### src/rtl/io_port_arbiter.sv
// io_port_arbiter: two-master arbiter/sequencer for the single IO peripheral port.
// Master 0 is the CPU load/store path; master 1 is a secondary requester.
// Each transaction walks IDLE -> ACCESS -> RESP, so one access is in flight at a time.
// Masters alternate round-robin when both request.
// Optional feature macro: IO_ARB_LOCK_EN. When defined, a master that holds m_lock
// can keep winning back-to-back grants, up to MAX_LOCK in a row.
//
// Handshake: a master raises m_req and holds we/addr/wdata stable until it sees its
// m_ack bit. The transfer completes on the clock edge where req & ack are both high.
// The command is sampled only in IDLE, so later changes have no effect on the access.
module io_port_arbiter #(
    parameter int ADDR_W   = 2,
    parameter int WDATA_W  = 12,
    parameter int RDATA_W  = 32,
    parameter int MAX_LOCK = 4
) (
    input  logic                 clk,
    input  logic                 reset,
    input  logic [1:0]           m_req,
    input  logic [1:0]           m_we,
    input  logic [2*ADDR_W-1:0]  m_addr,
    input  logic [2*WDATA_W-1:0] m_wdata,
    input  logic [1:0]           m_lock,
    output logic [1:0]           m_ack,
    output logic [RDATA_W-1:0]   m_rdata,
    output logic                 busy,
    output logic                 pRead,
    output logic                 pWrite,
    output logic [ADDR_W-1:0]    addr,
    output logic [WDATA_W-1:0]   pWriteData,
    input  logic [RDATA_W-1:0]   pReadData
);

    typedef enum logic [1:0] {
        S_IDLE   = 2'd0,
        S_ACCESS = 2'd1,
        S_RESP   = 2'd2
    } state_t;

    state_t               r_state;
    state_t               w_next;

    logic                 r_last;      // master granted most recently
    logic                 r_cmd_id;
    logic                 r_cmd_we;
    logic                 r_pread;
    logic                 r_pwrite;
    logic [ADDR_W-1:0]    r_addr;
    logic [WDATA_W-1:0]   r_pwdata;
    logic [RDATA_W-1:0]   r_rdata;

    logic                 w_grant;
    logic                 w_win;
    logic                 w_sel_we;
    logic [ADDR_W-1:0]    w_sel_addr;
    logic [WDATA_W-1:0]   w_sel_wdata;

`ifdef IO_ARB_LOCK_EN
    localparam int CNT_W = $clog2(MAX_LOCK + 1);
    logic [CNT_W-1:0]     r_lock_cnt;
    logic                 w_lock_hold;
`else
    logic                 w_unused_lock;
    assign w_unused_lock = (^m_lock) ^ (MAX_LOCK > 0);
`endif

    assign w_grant = (r_state == S_IDLE) && (m_req != 2'b00);

    // Winner selection: a lone requester wins, a tie goes to the master that did not win last.
    always_comb begin
        w_win = (&m_req) ? ~r_last : m_req[1];
`ifdef IO_ARB_LOCK_EN
        w_lock_hold = m_req[r_last] & m_lock[r_last] & (r_lock_cnt < CNT_W'(MAX_LOCK));
        if (w_lock_hold) begin
            w_win = r_last;
        end
`endif
    end

    assign w_sel_we    = w_win ? m_we[1] : m_we[0];
    assign w_sel_addr  = w_win ? m_addr[ADDR_W +: ADDR_W] : m_addr[0 +: ADDR_W];
    assign w_sel_wdata = w_win ? m_wdata[WDATA_W +: WDATA_W] : m_wdata[0 +: WDATA_W];

    // State register; reset aborts any transaction without an ack.
    always_ff @(posedge clk) begin
        if (reset) begin
            r_state <= S_IDLE;
        end else begin
            r_state <= w_next;
        end
    end

    // Next-state logic: fixed three-cycle walk once a request is accepted.
    always_comb begin
        w_next = r_state;
        case (r_state)
            S_IDLE:   w_next = w_grant ? S_ACCESS : S_IDLE;
            S_ACCESS: w_next = S_RESP;
            S_RESP:   w_next = S_IDLE;
            default:  w_next = S_IDLE;
        endcase
    end

    // Command latch and IO strobes: loaded on the accept edge, live only during ACCESS.
    always_ff @(posedge clk) begin
        if (reset) begin
            r_cmd_id <= 1'b0;
            r_cmd_we <= 1'b0;
            r_pread  <= 1'b0;
            r_pwrite <= 1'b0;
            r_addr   <= '0;
            r_pwdata <= '0;
        end else if (w_grant) begin
            r_cmd_id <= w_win;
            r_cmd_we <= w_sel_we;
            r_pread  <= ~w_sel_we;
            r_pwrite <= w_sel_we;
            r_addr   <= w_sel_addr;
            r_pwdata <= w_sel_wdata;
        end else begin
            r_pread  <= 1'b0;
            r_pwrite <= 1'b0;
            r_addr   <= '0;
            r_pwdata <= '0;
        end
    end

    // Read data capture at the end of ACCESS; writes leave zero.
    always_ff @(posedge clk) begin
        if (reset) begin
            r_rdata <= '0;
        end else if (r_state == S_ACCESS) begin
            r_rdata <= r_cmd_we ? '0 : pReadData;
        end
    end

    // Round-robin pointer moves when the response is delivered.
    always_ff @(posedge clk) begin
        if (reset) begin
            r_last <= 1'b1;
        end else if (r_state == S_RESP) begin
            r_last <= r_cmd_id;
        end
    end

`ifdef IO_ARB_LOCK_EN
    // Lock run length: counts consecutive locked grants to the same master, saturating.
    always_ff @(posedge clk) begin
        if (reset) begin
            r_lock_cnt <= '0;
        end else if (w_grant) begin
            if (!m_lock[w_win]) begin
                r_lock_cnt <= '0;
            end else if (w_win != r_last) begin
                r_lock_cnt <= CNT_W'(1);
            end else if (r_lock_cnt != CNT_W'(MAX_LOCK)) begin
                r_lock_cnt <= r_lock_cnt + CNT_W'(1);
            end
        end
    end
`endif

    assign busy       = (r_state != S_IDLE);
    assign pRead      = r_pread;
    assign pWrite     = r_pwrite;
    assign addr       = r_addr;
    assign pWriteData = r_pwdata;
    assign m_ack      = (r_state == S_RESP) ? (r_cmd_id ? 2'b10 : 2'b01) : 2'b00;
    assign m_rdata    = (r_state == S_RESP) ? r_rdata : '0;

endmodule

### config.mk
export PLATFORM = sky130hd
export DESIGN_NAME = io_port_arbiter
export DESIGN_NICKNAME = d
export VERILOG_FILES = /design/src/rtl/io_port_arbiter.sv
export SDC_FILE = /design/constraint.sdc
export NUM_CORES = 1
export LEC_CHECK = 0
export CAP_MARGIN = 40
export CORE_MARGIN = 2
export CORE_UTILIZATION = 37
export DETAILED_ROUTE_END_ITERATION = 8
export HOLD_SLACK_MARGIN = 0.12
export PLACE_DENSITY = 0.9
export SYNTH_ARGS = -nofsm -noshare
export SYNTH_HDL_FRONTEND = slang
export SYNTH_SLANG_ARGS = --single-unit
### constraint.sdc
create_clock -name clk -period 1.5 [get_ports clk]
set_input_delay 0.15 -clock clk [delete_from_list [all_inputs] [get_ports clk]]
set_output_delay 0.15 -clock clk [all_outputs]
set_load 0.1 [all_outputs]
==> results of run 1 <==
[worst paths after layout]
path | start | to | slack [ns] | cells after the start
worst max-delay path | r_state[0]$_SDFF_PP0_ | m_rdata[6] | -0.03 | 3
worst min-delay path | m_wdata[19] | pWriteData[7]$_SDFF_PP0_ | 0.39 | 3
worst max register to register | r_state[0]$_SDFF_PP0_ | r_last$_SDFFE_PP1N_ | 0.07 | 6
worst min register to register | r_rdata[29]$_SDFFE_PP0N_ | r_rdata[29]$_SDFFE_PP0N_ | 0.49 | 1
[critical path: stages, from the launching register on]
cell and delay (ns):
dfxtp_2 0.36, and2b_4 0.34, and2_2 0.20, buf_12 0.17
[stage by stage]
step,utilization (%),instances,worst slack (ns),area (sq um)
after floorplan,-,196,-0.0134,2010
after global placement,74.6,380,0.0230,3810
after detailed placement,74.6,380,-0.0664,3810
after global routing,78.8,395,-0.0622,4020
final,78.8,395,-0.0280,4020
after CTS,78.1,394,0.00541,3990
[registers in the layout, summed over array words and instances (netlist names)]
name	count
r_last	1
addr	2
r_state	2
pWrite	1
r_cmd_id	1
pRead	1
r_rdata	32
pWriteData	12
r_cmd_we	1
[cell usage in the layout (no fill, tap or decap), types with 4 or more instances in the layout]
cell type and n:
nand2_1 29, a21oi_1 16, clkdlybuf4s50_1 65, clkbuf_8 6, buf_12 54, a22o_1 32, and2b_4 4, and2_2 14
buf_4 11, and2_4 19, dfxtp_1 51
[cells in the mapped netlist, drive strengths merged]
library cell   n  share of area, %
nor2b          3              0.96
nor2           2              0.38
and2b          1              0.51
a21boi         1              0.38
or3            1              0.32
nor3b          1              0.64
nor3           1              0.25
dfxtp         53                54
nand3b         1              0.57
a21bo          2               1.0
a22o          32                14
buf            9               3.7
nand2         29               5.5
a21oi         17               4.3
clkbuf         4              0.76
or2            1              0.32
and2          33                11
inv            3              0.57
a311oi         1              0.45
mux2i          1              0.51
[final cells by class]
cell class	count	area (sq um)	share of cell area, %
clock buffers	7	86.3	2.15
well taps	70	87.6	2.18
flip-flops and latches	53	1070	26.5
inverters	3	11.3	0.280
repair buffers	130	1810	45.1
clock inverters	1	30.0	0.746
multi-input cells	131	928	23.1
[repair_timing]
action                     4_1_cts  5_1_grt
setup endpoints to repair       33       33
setup buffers                    2        1
cloned                           4        0
gates resized for setup         11       19
[kinds of logic (layout without fill, tap and decap cells)]
kind of cell           Yosys count  after routing  share of synthesized area [%]
AOI/OAI and AO/OA               53             53                           20.4
and+or+nand+nor                 73             77                           20.0
muxes                            1              1                          0.510
buffers and inverters           16            141                           5.03
DFF                             53             53                           54.0
[layer usage]
layer	vias to the layer above	wire, um	global-route usage (%)
met4	0	42	5.64
li1	925	-	-
met2	101	3520	42.1
met5	-	0	0
met3	4	651	8.35
met1	930	2460	24.7
[where the power goes]
part	internal, uW	switching, uW	leakage, uW
Clock	544	449	0.0000585
Combinational	439	499	0.00117
Sequential	1500	68.2	0.000434
==> metrics.txt, run 1 <==
outcome=complete, but fails checks; failing checks=setup timing; WP data arrival=1.38 ns; worst skew pair latency=0.30 ns; max_slew headroom=78.7%; Die W=76.9 um; Syn Nets=264; final setup fails=7; pwr dens=869 nW/um^2; via count=roughly 2000; CTS Buf Count=5; gr usage total=22.9%; FILL cells=about 300; WP data required=1.35 ns; Worst-path clk slew=around 0.09 ns; H-tree depth=2; Final TNS setup=-0.0593 ns; VDD IR-drop max=between 500 and 600 uV; Netlist Area Pre-Place=around 2000 sq um; Rows=26; vias per inst=4.96; post-detail-place hpwl=4670 um; Final Hold Viols=0; area of the die=between 5000 and 6000 sq um; CP Capture Type=output port; syn_area_per_cell=10.0 sq um; fmax=0.654 GHz; final worst-path cycle share=102%; clk_skew=~0.0067 ns; initial core utilization=roughly 38%; CP startpoint kind=flip-flop; core area=5110 sq um; Die Ht=roughly 77 um; # IOs=119; Max-cap violations=0; Remaining DRCs=0; total grt overflow=0; CTS tree=built; drt pass-1 iters=4; HP Class=in -> reg; hold buffers post-CTS=0; root buffer cell=clkbuf_8; vias in the first global route=2070; distinct cell type count after synthesis=23; largest net degree at the start of global routing=24; LEAKAGE=0.00167 uW; IO Port Bufs=between 100 and 150; min cycle time layout=1.53 ns; Tot Pwr=between 3000 and 4000 uW; Hold WS=0.387 ns; Antenna Cells=0; CTS Sinks=53; crit path max fanout=8; Slew @ Worst Pin=0.310 ns; Synth Register Bits=53; first-pass GRT wire length=10600 um; Pins Over Slew Limit=0; # nets final=392; initial antenna violation count=0; routed len/inst=about 17 um; Iteration-0 DRC Markers=85; CP Class=reg -> out; CTS max path bufs=2; area added between synthesis and finish=105%; final worst-path setup slack=-0.0280 ns; share of layout cells above drive strength 1=36.9%; sequential area share after synthesis=a little over half; Synth Warn #=0; RSZ-0062 raised after global routing=true; Post-Route WL=6670 um; Routed Antenna Nets=0; GP Congestion=approximately 0.72; Syn Inst Count=196
Note: power is estimated with default switching activity, not from simulation.
==> run 2: changes to the inputs <==
--- a/config.mk
+++ b/config.mk
@@ -9,7 +9,6 @@
 export CORE_MARGIN = 2
 export CORE_UTILIZATION = 37
 export DETAILED_ROUTE_END_ITERATION = 8
-export HOLD_SLACK_MARGIN = 0.12
 export PLACE_DENSITY = 0.9
 export SYNTH_ARGS = -nofsm -noshare
 export SYNTH_HDL_FRONTEND = slang
==> results of run 2 <==
Final layout, timing and power as in run 1 (identical DEF).
==> run 3: changes to the inputs <==
--- a/config.mk
+++ b/config.mk
@@ -7,9 +7,9 @@
 export LEC_CHECK = 0
 export CAP_MARGIN = 40
 export CORE_MARGIN = 2
-export CORE_UTILIZATION = 37
+export CORE_UTILIZATION = 35
 export DETAILED_ROUTE_END_ITERATION = 8
-export PLACE_DENSITY = 0.9
+export PLACE_DENSITY = 0.86
 export SYNTH_ARGS = -nofsm -noshare
 export SYNTH_HDL_FRONTEND = slang
 export SYNTH_SLANG_ARGS = --single-unit
==> run 3 against run 2 <==
The flow still finishes with violations (setup timing). Register-to-register slack better by 0.06 ns. Clock-buffer cell count stayed put. Cell count is 0.25% lower. Die area is 5.4% higher. Largest cell class unchanged. Utilization is 5.5 points lower. Sequential power hardly changed. Design area is 0.34% lower. First-iteration DRC count is 56% lower.
==> metrics.txt, run 3 (same netlist as run 1, synthesis figures left out) <==
# nets final=389 (-0.77%); min cycle time layout=1.51 ns (-0.0192 ns); GP Congestion=0.767 (+6.5%); initial antenna violation count=0 (unchanged); Post-Route WL=6020 um (-9.7%); failing checks=setup timing; RSZ-0062 raised after global routing=true; slowest CP cell=dfxtp_4; Net Sw Frac=28.8% (-0.29 points); Antenna Cells=0 (unchanged); fmax=0.663 GHz (+1.3%); commonest cells after routing, fill and taps aside=clkdlybuf4s50_1, buf_12, dfxtp_1, a22o_1, nand2_1; worst skew pair latency=0.30 ns (about the same); via count=1944 (-0.82%); WP data arrival=1.36 ns (-0.02 ns); # IOs=119 (unchanged); Pins Over Slew Limit=0 (unchanged); Worst path max stage delay=0.37 ns (about the same); Iteration-0 DRC Markers=37 (-56%); DR WL met3=459 um (-29%); max_slew headroom=73.8% (-4.9 points); Die Ht=78.9 um (+2.7%); vias in the first global route=1974 (-4.6%); most common cell after layout, fill and taps aside=clkdlybuf4s50_1; Clock power frac=28.3% (about the same); share of layout cells above drive strength 1=36.0% (-0.90 points); CTS Buf Count=5 (unchanged); Reg power frac=45.1% (+0.3 points); area added between synthesis and finish=104%; WL met2=3130 um (-11%); Max-cap violations=0 (unchanged); area of the die=6230 sq um (+5.4%); clk_skew=0.00445 ns (-0.00221 ns); crit path cell chain=and2b_4, and2_4, buf_12; CTS tree=built; final worst-path setup slack=-0.00882 ns (+0.0192 ns); Final TNS setup=-0.0199 ns (+0.0394 ns); post-detail-place hpwl=4280 um (-8.3%); CP Class=reg -> out; Rows=27 (+3.8%); total grt overflow=0 (unchanged); Final Hold Viols=0 (unchanged); H-tree depth=2 (unchanged); Slew @ Worst Pin=0.390 ns (+0.0803 ns); Die W=78.9 um (+2.7%); CTS Sinks=53 (unchanged); Tot Pwr=3470 uW (-0.84%); CP Capture Type=output port; HP Class=in -> reg; Critical path buffers and inverters=1 (unchanged); M1 WL=2330 um (-5.0%); Net Switching=998 uW (-1.8%); IO Port Bufs=116 (unchanged); P_int=2470 uW (-0.44%); initial core utilization=35.9% (-2.6 points); final setup fails=5 (-2); family with the most delay on the worst path=simple AND/OR/NAND/NOR gates; Routed Antenna Nets=0 (unchanged); FILL cells=381 (+27%); Biggest register=r_rdata; routed len/inst=15.3 um (-9.5%); Worst-path clk slew=0.09 ns (about the same); largest net degree at the start of global routing=31 (+29%); VDD IR-drop max=711 uV (+39%); WP data required=1.35 ns (about the same); pwr dens=865 nW/um^2 (-0.50%); LEAKAGE=0.00165 uW (-0.75%); CP startpoint kind=flip-flop; vias per inst=4.93 (-0.56%); root buffer cell=clkbuf_8; combinational power share=26.6% (-0.2 points); core area=5470 sq um (+7.2%); outcome=complete, but fails checks; drt pass-1 iters=4 (unchanged); CTS max path bufs=2 (unchanged); Remaining DRCs=0 (unchanged); final worst-path cycle share=101% (-1.3 points); first-pass GRT wire length=9580 um (-9.9%); crit path max fanout=8 (unchanged); max reg flops=32 (unchanged); Top Metal Used=met4; gr usage total=19.7% (-3.2 points)
## run 3: layout make-up
type,instances,area [sq um],area share [%]
timing repair buffer,126,1780,44.3
sequential,53,1070,26.6
multi-input combinational,132,948,23.7
tap,72,90.1,2.25
clock buffer,7,86.3,2.15
clock inverter,1,30.0,0.749
inverter,3,11.3,0.281
## run 3: worst reg2reg max path, stage by stage (launching register included)
cell and delay (ns):
dfxtp_4 0.38, buf_4 0.15, nor3b_2 0.18, nor2b_2 0.25
buf_4 0.21, a22o_1 0.15
## run 3: path summary, 6_finish.rpt
check / from / endpoint / slack [ns] / cells after the start
worst max-delay path: r_state[0]$_SDFF_PP0_ / m_rdata[5] / -0.009 / 3
worst min-delay path: m_wdata[22] / pWriteData[10]$_SDFF_PP0_ / 0.39 / 3
worst max register to register: r_state[0]$_SDFF_PP0_ / r_rdata[29]$_SDFFE_PP0N_ / 0.13 / 5
worst min register to register: r_rdata[17]$_SDFFE_PP0N_ / r_rdata[17]$_SDFFE_PP0N_ / 0.48 / 1
## run 3: metal layers
metal	vias to the layer above	track usage, %
li1	923	-
met1	924	23.0
met2	87	35.0
met3	10	5.23
met4	0	6.21
met5	-	0
## run 3: power by group through the flow
stage / Clock [uW] / Sequential (uW) / Combinational (uW)
floorplan: 0 / 1760 / 283
detailed placement: 0 / 1590 / 894
CTS: 1010 / 1560 / 911
finish: 981 / 1560 / 924
global placement: 0 / 1580 / 877
global route: 1080 / 1570 / 966
## run 3: per-stage QoR
stage	cell area [sq um]	worst slack, ns	hold WS [ns]	utilization, %	std cells
after floorplan	2010	-0.0134	0.219	-	196
after global placement	3790	0.00592	0.452	69.2	380
after detailed placement	3790	-0.0556	0.457	69.2	380
after CTS	3940	-0.0310	0.382	72.0	392
after global routing	4010	-0.0573	0.394	73.3	394
final	4010	-0.00882	0.393	73.3	394
## run 3: timing repair
item | 4_1_cts | 5_1_grt
gates cloned | 3 | 2
pin swaps | 0 | 8
hold buffers | 0 | 0
buffers inserted | 1 | 0
resized for setup | 7 | 32
setup endpoints to repair | 33 | 34
